==> config.mk <==
export PLATFORM = sky130hd
export DESIGN_NAME = rodata_loader
export DESIGN_NICKNAME = d
export VERILOG_FILES = /design/src/rtl/rodata_loader.sv
export SDC_FILE = /design/constraint.sdc
export NUM_CORES = 1
export LEC_CHECK = 0
export CAP_MARGIN = 25
export CORE_MARGIN = 3
export CORE_UTILIZATION = 60
export DETAILED_ROUTE_END_ITERATION = 7
export PLACE_DENSITY = 0.82
export SETUP_SLACK_MARGIN = 0.5
export SYNTH_ARGS = -nofsm -noshare
export SYNTH_HDL_FRONTEND = slang
export SYNTH_SLANG_ARGS = --single-unit
export TNS_END_PERCENT = 10
==> constraint.sdc <==
create_clock -name i_clk -period 5.1 [get_ports i_clk]
set_clock_uncertainty 0.05 [all_clocks]
set_input_delay 1.53 -clock i_clk [delete_from_list [all_inputs] [get_ports i_clk]]
set_output_delay 1.53 -clock i_clk [all_outputs]
set_load 0.02 [all_outputs]
==> src/rtl/rodata_loader.sv <==
// rodata_loader: framed byte-stream loader writing a payload into read-only data memory
package cotm32_pkg;
  localparam int XLEN = 32;
  localparam int unsigned ROM_MEM_SIZE = 32'h0000_1000;
  localparam int unsigned ROM_MEM_START = 32'h0000_0000;
endpackage

module rodata_loader #(
  parameter int unsigned MEM_SIZE = cotm32_pkg::ROM_MEM_SIZE,
  parameter int unsigned MEM_BASE = cotm32_pkg::ROM_MEM_START
) (
  input  logic                         i_clk,
  input  logic                         i_rst,
  input  logic                         i_rx_valid,
  input  logic [7:0]                   i_rx_data,
  output logic                         o_rx_ready,
  output logic                         o_we,
  output logic [cotm32_pkg::XLEN-1:0]  o_waddr,
  output logic [7:0]                   o_wdata,
  output logic                         o_busy,
  output logic                         o_done,
  output logic                         o_err,
  output logic [1:0]                   o_err_code
);
  localparam int XLEN = cotm32_pkg::XLEN;
  typedef enum logic [2:0] {IDLE, OFF, LEN, CHECK, DATA, CSUM, FIN} state_t;
  state_t r_state, w_next;
  logic [31:0] r_off, r_len, r_rem;
  logic [XLEN-1:0] r_ptr, r_waddr;
  logic [7:0] r_wdata, r_sum;
  logic [1:0] r_cnt, r_err_code;
  logic r_we, w_xfer, w_range_bad;
  logic [32:0] w_end;
  always_comb begin
    o_rx_ready = ~i_rst & (r_state != CHECK) & (r_state != FIN);
    w_xfer = i_rx_valid & o_rx_ready;
    w_end = {1'b0, r_off} + {1'b0, r_len};
    w_range_bad = w_end > 33'(MEM_SIZE);
    o_busy = r_state != IDLE;
    o_done = (r_state == FIN) && (r_err_code == 2'd0);
    o_err = (r_state == FIN) && (r_err_code != 2'd0);
    o_we = r_we;
    o_waddr = r_waddr;
    o_wdata = r_wdata;
    o_err_code = r_err_code;
    w_next = r_state;
    case (r_state)
      IDLE:    w_next = (w_xfer && i_rx_data == 8'hA5) ? OFF : IDLE;
      OFF:     w_next = (w_xfer && r_cnt == 2'd3) ? LEN : OFF;
      LEN:     w_next = (w_xfer && r_cnt == 2'd3) ? CHECK : LEN;
      CHECK:   w_next = w_range_bad ? FIN : (r_len == 32'd0 ? CSUM : DATA);
      DATA:    w_next = (w_xfer && r_rem == 32'd1) ? CSUM : DATA;
      CSUM:    w_next = w_xfer ? FIN : CSUM;
      default: w_next = IDLE;
    endcase
  end
  always_ff @(posedge i_clk) begin
    if (i_rst) begin
      r_state <= IDLE;
      r_off <= '0;
      r_len <= '0;
      r_rem <= '0;
      r_ptr <= '0;
      r_waddr <= '0;
      r_wdata <= '0;
      r_sum <= '0;
      r_cnt <= '0;
      r_err_code <= '0;
      r_we <= 1'b0;
    end else begin
      r_state <= w_next;
      r_we <= 1'b0;
      if (w_xfer) begin
        case (r_state)
          IDLE: if (i_rx_data == 8'hA5) begin
            r_err_code <= 2'd0;
            r_sum <= '0;
            r_cnt <= '0;
          end
          OFF: begin
            r_off <= {i_rx_data, r_off[31:8]};
            r_cnt <= r_cnt + 2'd1;
          end
          LEN: begin
            r_len <= {i_rx_data, r_len[31:8]};
            r_cnt <= r_cnt + 2'd1;
          end
          DATA: begin
            r_we <= 1'b1;
            r_waddr <= r_ptr;
            r_wdata <= i_rx_data;
            r_ptr <= r_ptr + 1'b1;
            r_rem <= r_rem - 32'd1;
            r_sum <= r_sum + i_rx_data;
          end
          CSUM: r_err_code <= (i_rx_data == r_sum) ? 2'd0 : 2'd2;
          default: ;
        endcase
      end
      if (r_state == CHECK) begin
        r_ptr <= XLEN'(MEM_BASE) + XLEN'(r_off);
        r_rem <= r_len;
        if (w_range_bad) r_err_code <= 2'd1;
      end
    end
  end
endmodule
==> results of run 1 <==
per-layer routing:
metal / GRT usage (%) / wire length (um) / vias up
met2: 48.8 / 13300 / 425
met3: 5.16 / 2070 / 57
li1: - / - / 4875
met1: 42.7 / 12400 / 4720
met4: 10.5 / 718 / 0
met5: 0 / 0 / -
cells by family after synthesis:
group / synth area share (%)
buffers and inverters: 3.66
and+or+nand+nor: 25.0
DFF: 36.7
AOI/OAI and AO/OA: 25.9
muxes: 0.523
xor gates and xnor gates: 2.43
adders and majority gates: 5.76
sequential cells by signal, summed over array words and instances, names as in the netlist:
name	count
r_len	32
r_sum	8
o_wdata	8
r_state	3
r_ptr	32
r_off	32
r_rem	32
o_we	1
o_waddr	32
o_err_code	2
r_cnt	2
final timing paths:
| kind | from | end | slack, ns |
|---|---|---|---|
| hold reg to reg | o_waddr[20] | o_waddr[20] | 0.40 |
| setup reg to reg | r_off[13] | r_state[1] | 1.14 |
| hold / removal | o_waddr[20] | o_waddr[20] | 0.40 |
| setup / recovery | i_rst | o_rx_ready | 0.96 |
cells in the mapped netlist (all sizes together) (11+ instances only):
cell    count  area share (%)
xnor2      15             1.4
nand2b     11            0.69
buf        12            0.59
o21bai     12            0.90
clkbuf     71             2.7
a21oi     235              12
nand4      20             1.2
or3        11            0.69
xor2       12             1.0
o211ai     20             1.5
ha         43             5.4
inv        11            0.41
a22oi      12            0.90
nor4       19             1.2
nor2       96             3.6
nand2     298              11
dfxtp     184              37
nor3       39             1.9
nand3      31             1.5
o21ai      58             2.9
a31oi      15            0.93
through the flow:
step	hold slack, ns	cell area, um2	setup WS [ns]	cells	power, mW
finish	0.404	11300	0.959	1587	2.76
global route	0.424	11300	0.901	1587	2.84
CTS	0.407	11200	0.961	1585	2.77
detailed placement	0.398	10700	0.972	1553	1.52
global placement	0.393	10700	1.00	1553	1.52
floorplan	0.392	10000	1.55	1349	1.50
report_power, final:
group          total [mW]  internal (mW)  switching, mW
registers            1.44           1.44      0.0000791
logic              0.0538         0.0161         0.0378
clock network        1.27          0.732          0.541
total                2.76           2.18          0.579
cell type report:
cell class	instances	area share, %
repair buffers	73	6.45
clock inverters	8	0.865
inverters	11	0.366
clock buffers	24	4.09
multi-input cells	1071	53.2
flip-flops and latches	184	32.6
well taps	216	2.40
worst register-to-register path, cell delays in order (launching register included):
cell	delay (ns)
dfxtp_1	0.38
ha_1	0.54
and4_1	0.26
nor2b_1	0.14
nand4_1	0.19
a211oi_1	0.50
nor2_1	0.12
xnor2_1	0.14
or4_1	0.49
a311o_1	0.37
nor4_1	0.49
a211oi_1	0.13
==> qor.txt, run 1 <==
Slowest-stage cell, CP -> clkdlybuf4s50_1
Die H -> 135 um
Synth cell types -> 74
Starting Density -> 62.3%
H-tree depth -> 4
RSZ-0062 raised after global routing -> false
drt pass-1 iters -> 6
number of synthesized flops with an enable pin -> 0
post_cts resized -> 0
Register-to-Register Path Depth -> 11
final hold violations -> 0
antenna viol nets, final -> 0
fillers -> 1,350
crit path DAT -> 2.56 ns
clk root buf -> clkbuf_16
Setup Viol. Count Final -> 0
Worst Setup End Kind -> output port
Critical Path, Cell by Cell -> buf_4 > a21oi_1 > clkdlybuf4s50_1
Setup TNS -> 0 ns
outcome -> finished, final reports clean
FF+latch area -> 3680 um2
largest net degree at the start of global routing -> 108
fin nets -> 1,414
Worst Path Buf+Inv -> 2
commonest cells after routing, fill and taps aside -> nand2_1, a21oi_1, dfxtp_1
diode count -> 0
Core Area -> 16,100 um2
Yosys Warn Count -> 0
total track usage -> 30.7%
Critical Path RT -> 3.52 ns
vias -> 10,100
min Tclk post-route -> 4.14 ns
Max Freq -> 0.242 GHz
cell count after synthesis -> 1,349
vias in the first global route -> 8,907
PortBufs -> 57
Min-Delay Path Class -> reg2reg
final core occ -> 70.0%
die area -> 18,300 um2
max_cap viols -> 0
Cell Rows -> 46
post-detail-place hpwl -> 20,100 um
Slew Limit Fails -> 0
final wirelength -> 28,600 um
GP Congestion -> 0.905
Seq/Total Area, Yosys -> 36.7%
critical path class -> in2out
DRC viols -> 0
CP startpoint kind -> primary input
#FFs+latches synth -> 184
Vias/cell -> 6.35
cell family with most CP delay -> buffers and inverters
DR iter-0 viols -> 1,128
post-CTS setup buffer count -> 0
critical path depth -> 3
layout cell share with drive strength beyond 1 -> 4.89%
hold path depth -> 2
area of the multi-input gates -> 6000 um2
Slew headroom -> 38.1%
fin crit share -> 81.2%
CTS Buffer Depth -> 2
Main synth FF type -> dfxtp_1
Avg WL per Cell -> 18.0 um
hold buffer count at cts -> 0
worst slew pin tran -> 0.917 ns
largest stage delay on the critical path -> 0.67 ns
CTS Sinks -> 184
Syn Std Cell Area -> 10,000 um2
grt ovf -> 0
Die X -> 135 um
critical path peak fanout -> 4
Pleak -> 3.85 nW
global-route wire length before repair -> 45,700 um
Ports -> 58
CTS tree -> built
Worst VDD drop -> 0.251 mV
synthesized net count -> 1,405
Num CTS Buffers -> 17
share of flip-flops with an asynchronous set or reset -> 0%
clock latency at the later pin of the worst-skew pair -> 0.43 ns
clock slew seen by the registers of the worst setup and hold paths -> 0.07 ns
pwr dens -> 245 nW/um2
initial antenna violation count -> 0
syn_area_per_cell -> 7.44 um2
most common cell after layout, fill and taps aside -> nand2_1
Area Growth Syn to Fin -> 12.4%
Power figures use the tool's default switching activity.
==> run 2: changes to the inputs <==
- CORE_UTILIZATION: 60 -> 54
- PLACE_DENSITY: 0.82 -> 0.78
- clock period: 5.1 -> 3.73 ns (I/O delays scaled with it)
==> run 2 against run 1 <==
Against the previous run:
- global-route usage is 1.4 points lower
- die area grew 11%
- highest routed layer unchanged
- final cell count increased by 3.9%
- combinational power increased by 48%
- wire length increased by 7.1%
- largest power group is now clock
- clock power rose by 61%
- critical endpoint is now o_err_code[0]
- final area rose by 5.2%
- via count up 3.4%
- sequential power rose by 36%
==> qor.txt, run 2 (same netlist as run 1, synthesis figures left out) <==
Pleak -> 4.17 nW (+8.4%)
clk root buf -> clkbuf_16
CTS tree -> built
pwr dens -> 345 nW/um2 (+41%)
Die H -> 142 um (+5.2%)
total track usage -> 29.3% (-1.4 points)
crit path DAT -> 3.64 ns (+1.08 ns)
drt pass-1 iters -> 6 (unchanged)
outcome -> finished, final reports clean
Min-Delay Path Class -> reg2reg
Cell Rows -> 49 (+6.5%)
final core occ -> 65.6% (-4.4 points)
DRC viols -> 0 (unchanged)
CP startpoint kind -> flop
GP Congestion -> 0.954 (+5.5%)
Worst Setup End Kind -> flop
Die X -> 142 um (+5.2%)
Worst VDD drop -> 0.341 mV (+36%)
critical path class -> reg2reg
Worst Hold Slack -> 0.402 ns (-0.00211 ns)
grt ovf -> 0 (unchanged)
final wirelength -> 30,600 um (+7.1%)
antenna viol nets, final -> 0 (unchanged)
Slew headroom -> 33.7% (-4.4 points)
min Tclk post-route -> 3.41 ns
initial antenna violation count -> 0 (unchanged)
Critical Path RT -> 3.96 ns (+0.44 ns)
Num CTS Buffers -> 17 (unchanged)
Critical Path, Cell by Cell -> ha_1 > nand2_1 > o21ai_1 > a2bb2oi_1 > o2111ai_1 > nor4_1 > nand4_1 > nand4b_4 > a311o_1 > o41ai_2 > a21oi_1
max_cap viols -> 0 (unchanged)
Setup Viol. Count Final -> 0 (unchanged)
Avg WL per Cell -> 18.6 um (+3.1%)
post-detail-place hpwl -> 21,700 um (+8.0%)
Vias/cell -> 6.32 (-0.45%)
commonest cells after routing, fill and taps aside -> nand2_1, a21oi_1, dfxtp_1
die area -> 20,300 um2 (+11%)
Worst Path Buf+Inv -> 0 (-2)
clock latency at the later pin of the worst-skew pair -> 0.43 ns (about the same)
Core Area -> 18,100 um2 (+12%)
clock slew seen by the registers of the worst setup and hold paths -> 0.07 ns (about the same)
CTS Sinks -> 184 (unchanged)
largest stage delay on the critical path -> 0.55 ns (-0.12 ns)
DR iter-0 viols -> 1,095 (-2.9%)
global-route wire length before repair -> 48,500 um (+6.2%)
CTS Buffer Depth -> 2 (unchanged)
Final Power -> 4.09 mW (+48%)
vias in the first global route -> 9,704 (+8.9%)
fin crit share -> 91.5%
cell family with most CP delay -> compound AO/OA/AOI/OAI gates
PortBufs -> 57 (unchanged)
Setup TNS -> 0 ns (unchanged)
Area Growth Syn to Fin -> 18.2%
diode count -> 0 (unchanged)
layout cell share with drive strength beyond 1 -> 9.72% (+4.8 points)
Starting Density -> 55.5% (-6.8 points)
worst slew pin tran -> 0.982 ns (+0.0646 ns)
vias -> 10,400 (+3.4%)
H-tree depth -> 4 (unchanged)
RSZ-0062 raised after global routing -> true
Final WS setup -> 0.318 ns (-0.641 ns)
most common cell after layout, fill and taps aside -> nand2_1
final hold violations -> 0 (unchanged)
Max Freq -> 0.293 GHz
Setup WS pre-CTS -> 0.0881 ns (-0.884 ns)
largest net degree at the start of global routing -> 107 (-0.93%)
Slew Limit Fails -> 0 (unchanged)
fin nets -> 1,465 (+3.6%)
Slowest-stage cell, CP -> ha_1
Ports -> 58 (unchanged)
critical path peak fanout -> 7 (+3)
run 2: cell count changes in the layout (fill, tap and decap cells not counted), sizes merged:
cell | before | now
buf | 17 | 68
bufinv | 2 | 6
clkbuf | 24 | 21
clkinvlp | 3 | 0
run 2: cell type report:
cell class	instances	area [um2]
clock inverter	9	195
timing repair buffer	124	1100
tap	229	287
inverter	11	41.3
multi-input combinational	1071	6080
fill	1539	6220
sequential	184	3690
clock buffer	21	470
run 2: final timing paths:
kind / startpoint / end / slack [ns] / cells past startpoint
setup / recovery: r_off[22] / o_err_code[0] / 0.32 / 11
hold / removal: o_wdata[4] / o_wdata[4] / 0.40 / 2
hold reg to reg: o_wdata[4] / o_wdata[4] / 0.40 / 2
setup reg to reg: r_off[22] / o_err_code[0] / 0.32 / 11
run 2: report_power, final:
part	leakage (nW)	internal [mW]	switching (mW)
logic	2.36	0.0268	0.0530
clock network	0.329	1.30	0.747
registers	1.48	1.96	0.0000605
total	4.17	3.29	0.800
run 2: per-layer routing:
metal | track usage, % | wire length, um
met1 | 39.2 | 13100
met2 | 47.3 | 14100
met3 | 4.20 | 2060
met4 | 13.3 | 1420
met5 | 0 | 0
run 2: worst register-to-register path: cells and delay by family, from the launching register on:
kind / cells / cell delay [ns]
adders and majority gates: 1 / 0.55
DFF: 1 / 0.39
AOI/OAI and AO/OA: 6 / 1.56
and+or+nand+nor: 4 / 0.73
run 2: timing repair:
action	in CTS	in global routing
pin swaps	14	1
gates resized for setup	14	4
hold buffers	0	0
buffers inserted	7	0
endpoints found under the setup margin	5	10
run 2: per-stage QoR:
stage	cells	area, um2
final	1649	11900
after global routing	1649	11900
after CTS	1648	11800
after detailed placement	1611	11100
after global placement	1611	11100
after floorplan	1349	10100
